--- src/rtl/dmem_shadow_responder.sv ---
// Memory-bus responder with programmable wait states that shadows writes to a
// small set of tracked words and merges the shadowed bytes into read data.
module dmem_shadow_responder #(
  parameter int XLEN     = 32,
  parameter int NTRACK   = 2,
  parameter int MAX_WAIT = 7
) (
  input  logic                 clk,
  input  logic                 reset,
  input  logic                 mem_valid,
  input  logic                 mem_instr,
  input  logic [31:0]          mem_addr,
  input  logic [XLEN-1:0]      mem_wdata,
  input  logic [XLEN/8-1:0]    mem_wstrb,
  output logic                 mem_ready,
  output logic [XLEN-1:0]      mem_rdata,
  input  logic [XLEN-1:0]      ext_rdata,
  input  logic [3:0]           wait_req,
  input  logic [32*NTRACK-1:0] track_addr,
  input  logic [NTRACK-1:0]    track_en,
  output logic                 proto_err,
  output logic [NTRACK-1:0]    hit
);

  localparam int          NB        = XLEN / 8;
  localparam int          LSB       = (XLEN == 64) ? 3 : 2;
  localparam logic [31:0] WORD_MASK = ~((32'd1 << LSB) - 32'd1);
  localparam logic [3:0]  MAX_W     = 4'(MAX_WAIT);

  localparam logic [1:0] S_IDLE = 2'd0;
  localparam logic [1:0] S_WAIT = 2'd1;
  localparam logic [1:0] S_RESP = 2'd2;

  logic [1:0]      state_q, state_d;
  logic [3:0]      cnt_q, cnt_d;
  logic [31:0]     addr_q, addr_d;
  logic [XLEN-1:0] wdata_q, wdata_d;
  logic [NB-1:0]   wstrb_q, wstrb_d;
  logic            instr_q, instr_d;
  logic            proto_q, proto_d;

  logic [NTRACK-1:0][XLEN-1:0] data_q, data_d;
  logic [NTRACK-1:0][NB-1:0]   valid_q, valid_d;

  logic [NTRACK-1:0] match_s;
  logic [3:0]        wait_clip_s;
  logic              in_resp_s;
  logic              wr_commit_s;
  logic              busy_s;
  logic              mismatch_s;

  assign wait_clip_s = (wait_req > MAX_W) ? MAX_W : wait_req;
  assign in_resp_s   = (state_q == S_RESP);
  assign wr_commit_s = in_resp_s && (wstrb_q != '0);
  assign busy_s      = (state_q == S_WAIT) || (state_q == S_RESP);
  assign mismatch_s  = !mem_valid || (mem_addr != addr_q) ||
                       (mem_wdata != wdata_q) || (mem_wstrb != wstrb_q);

  assign mem_ready = in_resp_s;
  assign hit       = in_resp_s ? match_s : '0;
  assign proto_err = proto_q;

  // Word-granular match of the latched request against each tracked entry
  always_comb begin
    match_s = '0;
    for (int i = 0; i < NTRACK; i++) begin
      match_s[i] = track_en[i] && !instr_q &&
                   (((addr_q ^ track_addr[32*i +: 32]) & WORD_MASK) == 32'd0);
    end
  end

  // Request sequencing: accept, count down wait states, pulse ready once
  always_comb begin
    state_d = state_q;
    cnt_d   = cnt_q;
    addr_d  = addr_q;
    wdata_d = wdata_q;
    wstrb_d = wstrb_q;
    instr_d = instr_q;
    case (state_q)
      S_IDLE: begin
        if (mem_valid) begin
          addr_d  = mem_addr;
          wdata_d = mem_wdata;
          wstrb_d = mem_wstrb;
          instr_d = mem_instr;
          cnt_d   = wait_clip_s;
          state_d = (wait_clip_s != 4'd0) ? S_WAIT : S_RESP;
        end else begin
          state_d = S_IDLE;
        end
      end
      S_WAIT: begin
        cnt_d   = cnt_q - 4'd1;
        state_d = (cnt_q == 4'd1) ? S_RESP : S_WAIT;
      end
      S_RESP: begin
        state_d = S_IDLE;
      end
      default: begin
        state_d = S_IDLE;
      end
    endcase
  end

  // Sticky flag for a request that drops or changes while outstanding
  always_comb begin
    proto_d = proto_q | (busy_s & mismatch_s);
  end

  // Byte-wise read-modify-write of every matching shadow entry on a write response
  always_comb begin
    data_d  = data_q;
    valid_d = valid_q;
    for (int i = 0; i < NTRACK; i++) begin
      for (int b = 0; b < NB; b++) begin
        data_d[i][8*b +: 8] = (wr_commit_s && match_s[i] && wstrb_q[b]) ?
                              wdata_q[8*b +: 8] : data_q[i][8*b +: 8];
        valid_d[i][b]       = valid_q[i][b] | (wr_commit_s && match_s[i] && wstrb_q[b]);
      end
    end
  end

  // Read merge: iterate high-to-low so the lowest-index valid entry wins per byte
  always_comb begin
    mem_rdata = ext_rdata;
    for (int i = NTRACK - 1; i >= 0; i--) begin
      for (int b = 0; b < NB; b++) begin
        mem_rdata[8*b +: 8] = (in_resp_s && (wstrb_q == '0) && match_s[i] && valid_q[i][b]) ?
                              data_q[i][8*b +: 8] : mem_rdata[8*b +: 8];
      end
    end
  end

  // State, latched request and shadow storage
  always_ff @(posedge clk or posedge reset) begin
    if (reset) begin
      state_q <= S_IDLE;
      cnt_q   <= 4'd0;
      addr_q  <= 32'd0;
      wdata_q <= '0;
      wstrb_q <= '0;
      instr_q <= 1'b0;
      proto_q <= 1'b0;
      data_q  <= '0;
      valid_q <= '0;
    end else begin
      state_q <= state_d;
      cnt_q   <= cnt_d;
      addr_q  <= addr_d;
      wdata_q <= wdata_d;
      wstrb_q <= wstrb_d;
      instr_q <= instr_d;
      proto_q <= proto_d;
      data_q  <= data_d;
      valid_q <= valid_d;
    end
  end

endmodule

--- config.mk ---
export PLATFORM = sky130hd
export DESIGN_NAME = dmem_shadow_responder
export DESIGN_NICKNAME = d
export VERILOG_FILES = /design/src/rtl/dmem_shadow_responder.sv
export SDC_FILE = /design/constraint.sdc
export NUM_CORES = 1
export LEC_CHECK = 0
export CAP_MARGIN = 10
export CORE_AREA = 2 2 116 146
export DETAILED_ROUTE_END_ITERATION = 12
export DIE_AREA = 0 0 118 148
export PLACE_DENSITY = 0.85
export SLEW_MARGIN = 20
export SYNTH_ARGS = -nofsm -noshare
export SYNTH_HDL_FRONTEND = slang
export SYNTH_SLANG_ARGS = --single-unit
--- constraint.sdc ---
create_clock -name clk -period 12.95 [get_ports clk]
set_input_delay 1.9425 -clock clk [delete_from_list [all_inputs] [get_ports clk]]
set_output_delay 1.9425 -clock clk [all_outputs]
set_load 0.1 [all_outputs]
Yosys cells after proc, flatten, opt, wreduce, memory -nomap -nowiden
Index checks and enable logic that the tools add are counted. W data, S select, Z words.

Add/subtract/negate cells: 1. Magnitude comparators: 1. Equality and inequality tests: 7. Multiplexer cells: 16. Bitwise gates (word level): 12. Reduce and logical (&&, ||, !) cells: 41.

Operators with widths (number): $logic_not A32 Y1 (2); $mux W8 (8); $ne A32 B32 Y1 (2); $xor A32 B32 Y32 (2); $logic_and A1 B1 Y1 (26); $or A1 B1 Y1 (9); $mux W2 (4); $mux W4 (2); $pmux W4 S2 (1); $reduce_bool A4 Y1 (2); $eq A4 B1 Y1 const B (1); $gt A4 B3 Y1 const B (1); $logic_not A4 Y1 (1); $logic_or A1 B1 Y1 (4); $ne A4 B4 Y1 (1); $pmux W2 S2 (1); $reduce_and A2 Y1 (2); $sub A4 B1 Y4 const B (1); $eq A2 B1 Y1 const B (1); $eq A2 B2 Y1 const B (1); $logic_not A1 Y1 (2); $logic_not A2 Y1 (1); $ne A2 B2 Y1 const B (1); $reduce_bool A2 Y1 (1); $and A1 B1 Y1 (1).

Register bits: 148. Bits of input ports: 174. Logic and storage cells: 95.

Longest topological paths before layout
Gate-level depths: netlist of run 1.

Word-level depth: 7. Depth in mapped cells: 10. Mapped depth without buffers: 8.

Worst setup path before layout of run 1
Ideal clock, no wire load.

Path type: in2out. From: in track_addr[49]. To: out mem_rdata[0]. Arrival: 5.121 ns. Required time: 11.007 ns. Path slack: 5.887 ns. Stages: 8. Cells stage by stage: xor2_1 or4_4 nor4_4 and3_4 buf_12 buf_12 a41oi_1 a21oi_1.

Cells in the longest elaborated chain, start to end: 7.

RTL lines: from (decl) (line 19) `input logic [32*NTRACK-1:0] track_addr,`; $xor A32 B32 Y32 (line 68) `(((addr_q ^ track_addr[32*i +: 32]) & WORD_MASK) == 32'd0);`; $logic_not A32 Y1 (line 68); $logic_and A1 B1 Y1 (line 67) `match_s[i] = track_en[i] && !instr_q &&`; $logic_and A1 B1 Y1 (2 in a row) (line 129) `mem_rdata[8*b +: 8] = (in_resp_s && (wstrb_q == '0) && match_s[i] && valid_q[i][b]) ?`; $mux W8 (2 in a row) (line 129); to (decl) (line 16) `output logic [XLEN-1:0] mem_rdata,`.

Every way passes these cells.

Final worst setup path of run 1
From: in track_addr[48]. To: out mem_rdata[22].

The elaborated chain is that of the path after synthesis.

==> impl_metrics.env, run 1 <==
export IMPL_clock_fmax_mhz=125
export IMPL_dr_total_vias=6963
export IMPL_die_area_um2=17500
export IMPL_post_synth_cell_area_avg_um2=11.6
export IMPL_synth_compound_area_share_pct=8.29
export IMPL_grt_overflow=0
export IMPL_via_per_inst=5.99
export IMPL_worst_slew_pin_slew_ps=1060
export IMPL_routedWlPerCell_um=21.7
export IMPL_clkTransAtPathRegs_ps=70
export IMPL_fin_crit_ps=8020
export IMPL_place_inst=1130
export IMPL_synthAdderAreaFrac_pct=0.737
export IMPL_fin_cells=1163
export IMPL_min_path_type="flop to flop"
export IMPL_core_area_um2=16100
export IMPL_synth_xor_area_share_pct=11.3
export IMPL_die_w_um=118
export IMPL_place_gp_congestion=0.912
export IMPL_fp_dieH_um=148
export IMPL_drtIter0Drc=526
export IMPL_wl_met3_um=1680
export IMPL_yosys_warnings=0
export IMPL_p_sw_share_pct=37.2
export IMPL_cts_resized=0
export IMPL_synthMuxAreaShare_pct=18.0
export IMPL_pwr_share_clk_pct=27.7
export IMPL_hold_depth=1
export IMPL_worstSetupStartpointType="input port"
export IMPL_synth_top_flop_cell="dfrtp_1"
export IMPL_grt_pass1_wl_um=39300
export IMPL_hold_buffers=0
export IMPL_finalMaxSlewViolations=0
export IMPL_ys_async_sr_fraction_pct=100
export IMPL_grt_use_total_pct=29.4
export IMPL_port_buffers=205
export IMPL_maxCapViolCount=0
export IMPL_cts_root_buf="clkbuf_16"
export IMPL_cts_htree_levels=4
export IMPL_grt_pass1_vias=7277
export IMPL_drcViolationCount=0
export IMPL_hold_violations=0
export IMPL_ys_ff_latch=148
export IMPL_top_layer="met4"
export IMPL_drive_above_1_share_pct=17.9
export IMPL_maxSlewHeadroom_pct=29.3
export IMPL_start_util_pct=52.8
export IMPL_internal_power_w=0.00120
export IMPL_fin_setup_tns_ps=0
export IMPL_num_rows=52
export IMPL_fin_skew_ps=9.53
export IMPL_grt_max_degree=87
export IMPL_yosysUniqueCellTypes=57
export IMPL_dp_hpwl_um=18700
export IMPL_r2r_cells=8
export IMPL_rsz0062_at_grt="false"
export IMPL_syn_area_um2=8480
export IMPL_combPwrFrac_pct=32.1
export IMPL_seqPwrFrac_pct=40.3
export IMPL_io_pins=210
export IMPL_cp_max_fo=36
export IMPL_syn_inst=733
export IMPL_finalCritPeriodShare_pct=61.9
export IMPL_clock_latency_ps=430
export IMPL_power_density_nw_per_um2=170
export IMPL_cts_tree="built"
export IMPL_met2_length_um=13000
export IMPL_synth_simple_area_share_pct=14.3
export IMPL_crit_arrival_ps=6080
export IMPL_p_leak_nw=4.90
export IMPL_max_vdd_ir_drop_v=0.0000945
export IMPL_drt_pass1_iterations=5
export IMPL_syn_nets=912
export IMPL_ant_nets=0
export IMPL_end_kind="output pin"
export IMPL_wirelength_met1_um=9480
export IMPL_wl_um=25300
export IMPL_cts_setup_buffers=0
export IMPL_worstPathRequired_ps=11010
export IMPL_outcome="complete, no violations"
export IMPL_grt_antenna_before_repair=1
export IMPL_cts_made_buffers=17
export IMPL_synth_top_family_by_area="multiplexers"
export IMPL_area_growth_pct=32.7
export IMPL_clockBufferDepth=2
export IMPL_synth_edf_count=0
export IMPL_clock_sinks=148
export IMPL_finalSetupViolCount=0
export IMPL_crit_type="input port to output pin"
export IMPL_ys_seq_area_share_pct=43.7
export IMPL_nets=1112
export IMPL_power_switching_w=0.000713
==> cells in the final DEF, fill, tap and decap left out, types with 5 or more instances in the layout <==
cell / count
nor3_1: 8
o21ai_0: 11
dfrtp_1: 148
ha_1: 5
nor4_1: 63
mux2_1: 10
mux2_2: 83
a21oi_1: 36
nand2b_1: 15
xor2_1: 97
xnor2_1: 12
inv_6: 5
nand2_1: 52
nand4_1: 13
mux2_4: 32
o22ai_1: 5
inv_1: 21
clkdlybuf4s50_1: 205
clkbuf_16: 17
nor2b_1: 5
a41oi_1: 32
==> kinds of logic after synthesis <==
logic type      after synthesis
buf+inv                      50
fa+ha+maj                     5
xor+xnor                    109
mux                         125
simple gates                194
flops                       148
compound gates              102
==> registers in the layout, indices dropped and copies added, names as in the netlist <==
name	count
data_q	64
addr_q	32
wdata_q	32
valid_q	8
cnt_q	4
wstrb_q	4
state_q	2
instr_q	1
proto_err	1
==> cell usage after synthesis, types with 4 or more instances <==
master	number	area, um2
nor3_1	8	40.0
o22ai_1	5	31.3
o21ai_0	11	55.1
xor2_1	97	850
buf_12	4	80.1
nand4_1	13	81.3
nand2_1	53	199
mux2_4	32	480
or4_1	4	30.0
clkbuf_1	5	18.8
and2_0	4	25.0
xnor2_1	12	105
dfrtp_1	148	3700
nor2_1	4	15.0
mux2_2	83	935
mux2_1	10	113
inv_1	22	82.6
nand2b_1	15	93.8
ha_1	5	62.6
nor2b_1	5	31.3
a41oi_1	32	280
nor4_1	63	394
nand2_8	4	80.1
buf_1	5	18.8
dlygate4sd1_1	6	52.6
a21oi_1	36	180
==> layout make-up <==
type                            count  area [um2]
Antenna cell                        1        2.50
Clock buffer                       18         429
Clock inverter                     14         200
Fill cell                        1130        4810
Inverter                           22        87.6
Multi-Input combinational cell    535        4480
Sequential cell                   148        3700
Tap cell                          216         270
Timing Repair Buffer              209        2090
==> critical path, cell delays in order <==
cell             delay (ps)
clkdlybuf4s50_1         490
nor2b_1                  50
a2111o_1                390
nor4_2                  770
and3_4                  780
a41oi_1                 220
a21oi_1                 250
clkdlybuf4s50_1        1170
==> stage by stage <==
stage          instance area, um2  util [%]  setup WS, ps  power [W]  hold slack [ps]
3_5_place_dp                10600      66.1          5090    0.00138              458
5_1_grt                     11300      70.1          4870    0.00200              486
2_1_floorplan                8480         -          5890    0.00115              435
4_1_cts                     11300      70.0          5050    0.00192              476
6_report                    11300      70.1          4930    0.00192              474
3_3_place_gp                10600      66.1          5130    0.00135              447
==> metal layers <==
layer	GRT usage [%]	up-vias
met3	6.60	79
li1	-	3123
met2	51.5	352
met1	33.9	3409
met5	0	-
met4	14.4	0
==> worst paths after layout <==
| path | start | endpoint | slack (ps) |
|---|---|---|---|
| hold / removal | valid_q[0]$_DFF_PP0_ | valid_q[0]$_DFF_PP0_ | 470 |
| setup / recovery | track_addr[48] | mem_rdata[22] | 4930 |
| min in group asynchronous | reset | addr_q[0]$_DFFE_PP0P_ | 1970 |
| max in group asynchronous | reset | cnt_q[0]$_DFFE_PP0P_ | 9790 |
| hold reg to reg | valid_q[0]$_DFF_PP0_ | valid_q[0]$_DFF_PP0_ | 470 |
| setup reg to reg | state_q[0]$_DFF_PP0_ | data_q[58]$_DFFE_PP0P_ | 9710 |
==> power by group through the flow <==
stage | clock, W | combinational, W | sequential [W]
CTS | 0.000534 | 0.000614 | 0.000768
global placement | 0 | 0.000592 | 0.000761
floorplan | 0 | 0.000437 | 0.000711
finish | 0.000531 | 0.000615 | 0.000772
detailed placement | 0 | 0.000604 | 0.000772
global route | 0.000555 | 0.000663 | 0.000787
(Power assumes the default switching activity.)
==> run 2, diff against run 1 <==
--- a/config.mk
+++ b/config.mk
@@ -6,10 +6,10 @@
 export NUM_CORES = 1
 export LEC_CHECK = 0
 export CAP_MARGIN = 10
-export CORE_AREA = 2 2 116 146
+export CORE_AREA = 2 2 126 159
 export DETAILED_ROUTE_END_ITERATION = 12
-export DIE_AREA = 0 0 118 148
-export PLACE_DENSITY = 0.85
+export DIE_AREA = 0 0 128 161
+export PLACE_DENSITY = 0.76
 export SLEW_MARGIN = 20
 export SYNTH_ARGS = -nofsm -noshare
 export SYNTH_HDL_FRONTEND = slang
==> constraint.sdc (replaced) <==
create_clock -name clk -period 7 [get_ports clk]
set_input_delay 1.05 -clock clk [delete_from_list [all_inputs] [get_ports clk]]
set_output_delay 1.05 -clock clk [all_outputs]
set_load 0.1 [all_outputs]
==> run 2 against run 1 <==
  * Wire length is 3.0% lower
  * Highest routed layer unchanged
  * Cell area is 1.2% lower
  * Total power is 76% higher
  * Via count is 4.5% lower
  * Non-clock buffer count is 2 higher
  * Register-to-register slack worse by 5900 ps
  * Hold slack worse by 12 ps
==> impl_metrics.env, run 2 (synthesis gave the netlist of run 1 again) <==
export IMPL_outcome="complete, no violations"
export IMPL_worstPathCellList="clkdlybuf4s50_1 -> nor2b_1 -> a2111o_1 -> nor4_2 -> and3_4 -> a41oi_1 -> a21oi_1 -> buf_4"
export IMPL_clock_fmax_mhz=187
export IMPL_routedWlPerCell_um=20.8
export IMPL_cts_htree_levels=4
export IMPL_hold_violations=0
export IMPL_die_area_um2=20600
export IMPL_maxSlewHeadroom_pct=31.4
export IMPL_largest_register="data_q"
export IMPL_hold_buffers=0
export IMPL_worstPathRequired_ps=5950
export IMPL_crit_slowest_cell="and3_4"
export IMPL_cts_tree="built"
export IMPL_maxCapViolCount=0
export IMPL_drt_pass1_iterations=5
export IMPL_fp_dieH_um=161
export IMPL_antenna_cells=0
export IMPL_grt_use_total_pct=24.6
export IMPL_dp_hpwl_um=18800
export IMPL_grt_pass1_wl_um=38400
export IMPL_mostFrequentLayoutCell="clkdlybuf4s50_1"
export IMPL_grt_overflow=0
export IMPL_clock_sinks=148
export IMPL_place_gp_congestion=0.905
export IMPL_clockBufferDepth=2
export IMPL_start_util_pct=44.4
export IMPL_reg_largest_list="data_q (64), addr_q (32), wdata_q (32)"
export IMPL_clkTransAtPathRegs_ps=60
export IMPL_hold_depth=1
export IMPL_mostFrequentLayoutCells="clkdlybuf4s50_1, dfrtp_1, xor2_1, mux2_2, nor4_1"
export IMPL_port_buffers=205
export IMPL_die_w_um=128
export IMPL_power_density_nw_per_um2=304
export IMPL_io_pins=210
export IMPL_via_per_inst=5.62
export IMPL_cts_setup_buffers=0
export IMPL_crit_type="input port to output pin"
export IMPL_grt_antenna_before_repair=0
export IMPL_fin_skew_ps=8.29
export IMPL_area_growth_pct=31.1
export IMPL_worst_slew_pin_slew_ps=1030
export IMPL_core_area_um2=19100
export IMPL_rsz0062_at_grt="false"
export IMPL_hold_path_startpoint="proto_err$_DFF_PP0_"
export IMPL_cts_root_buf="clkbuf_16"
export IMPL_grt_max_degree=83
export IMPL_drcViolationCount=0
export IMPL_crit_arrival_ps=4280
export IMPL_hold_end="proto_err$_DFF_PP0_"
export IMPL_r2r_start="state_q[0]$_DFF_PP0_"
export IMPL_rr_endpoint="data_q[34]$_DFFE_PP0P_"
export IMPL_finalSetupViolCount=0
export IMPL_holdWs_ps=462
export IMPL_cts_made_buffers=17
export IMPL_fin_setup_tns_ps=0
export IMPL_cp_max_fo=36
export IMPL_r2r_slack_ps=3780
export IMPL_finalCritPeriodShare_pct=76.2
export IMPL_nets=1114
export IMPL_end_kind="output pin"
export IMPL_fin_crit_ps=5330
export IMPL_cts_resized=0
export IMPL_grt_pass1_vias=6983
export IMPL_drtIter0Drc=434
export IMPL_worstSetupStartpointType="input port"
export IMPL_drive_above_1_share_pct=21.0
export IMPL_r2r_cells=8
export IMPL_ant_nets=0
export IMPL_largest_reg_flops=64
export IMPL_clock_latency_ps=420
export IMPL_wl_um=24500
export IMPL_finalMaxSlewViolations=0
export IMPL_dr_total_vias=6647
export IMPL_min_path_type="flop to flop"
export IMPL_num_rows=57
export IMPL_p_leak_nw=4.90
export IMPL_max_stage_delay_ps=760
export IMPL_max_vdd_ir_drop_v=0.000160
## run 2: area by class of cell
cell class | instances | area (um2)
clock buffer | 22 | 454
clock inverter | 9 | 82.6
fill | 1655 | 7990
tap | 236 | 295
multi-input combinational | 535 | 4480
sequential | 148 | 3700
timing repair buffer | 211 | 2020
inverter | 22 | 87.6
## run 2: critical path: cells and delay by family
family / cells / cell delay (ps)
and+or+nand+nor: 3 / 1550
buffers and inverters: 2 / 820
AOI/OAI and AO/OA: 3 / 860
## run 2: power breakdown
group,leakage [nW],internal [W],switching (W)
clock network,0.260,0.000494,0.000346
registers,1.91,0.00108,0.000351
logic,2.73,0.000549,0.000568
## run 2: routing by layer
metal | track usage [%] | vias to the layer above | wire length [um]
met3 | 4.37 | 49 | 1130
met5 | 0 | - | 0
li1 | - | 3118 | -
met1 | 30.1 | 3261 | 9970
met4 | 9.44 | 0 | 686
met2 | 43.1 | 219 | 12800
## run 2: metrics by stage
step / util [%] / std cells / setup WS, ps / area (um2) / power (W)
6_report: 58.2 / 1183 / 1670 / 11100 / 0.00338
5_1_grt: 58.2 / 1183 / 1490 / 11100 / 0.00357
4_1_cts: 58.2 / 1183 / 1670 / 11100 / 0.00340
3_5_place_dp: 55.4 / 1152 / 1680 / 10600 / 0.00255
3_3_place_gp: 55.4 / 1152 / 1720 / 10600 / 0.00252
2_1_floorplan: - / 733 / 1720 / 8480 / 0.00212
## run 2: worst max path at each step
stage | startpoint | endpoint | slack [ps] | cells past startpoint
2_1_floorplan | track_addr[49] | mem_rdata[0] | 1720 | 8
3_3_place_gp | track_addr[48] | mem_rdata[22] | 1720 | 8
3_5_place_dp | track_addr[48] | mem_rdata[22] | 1680 | 8
4_1_cts | track_addr[48] | mem_rdata[22] | 1670 | 8
5_1_grt | track_addr[59] | mem_rdata[29] | 1490 | 8
6_report | track_addr[48] | mem_rdata[22] | 1670 | 8
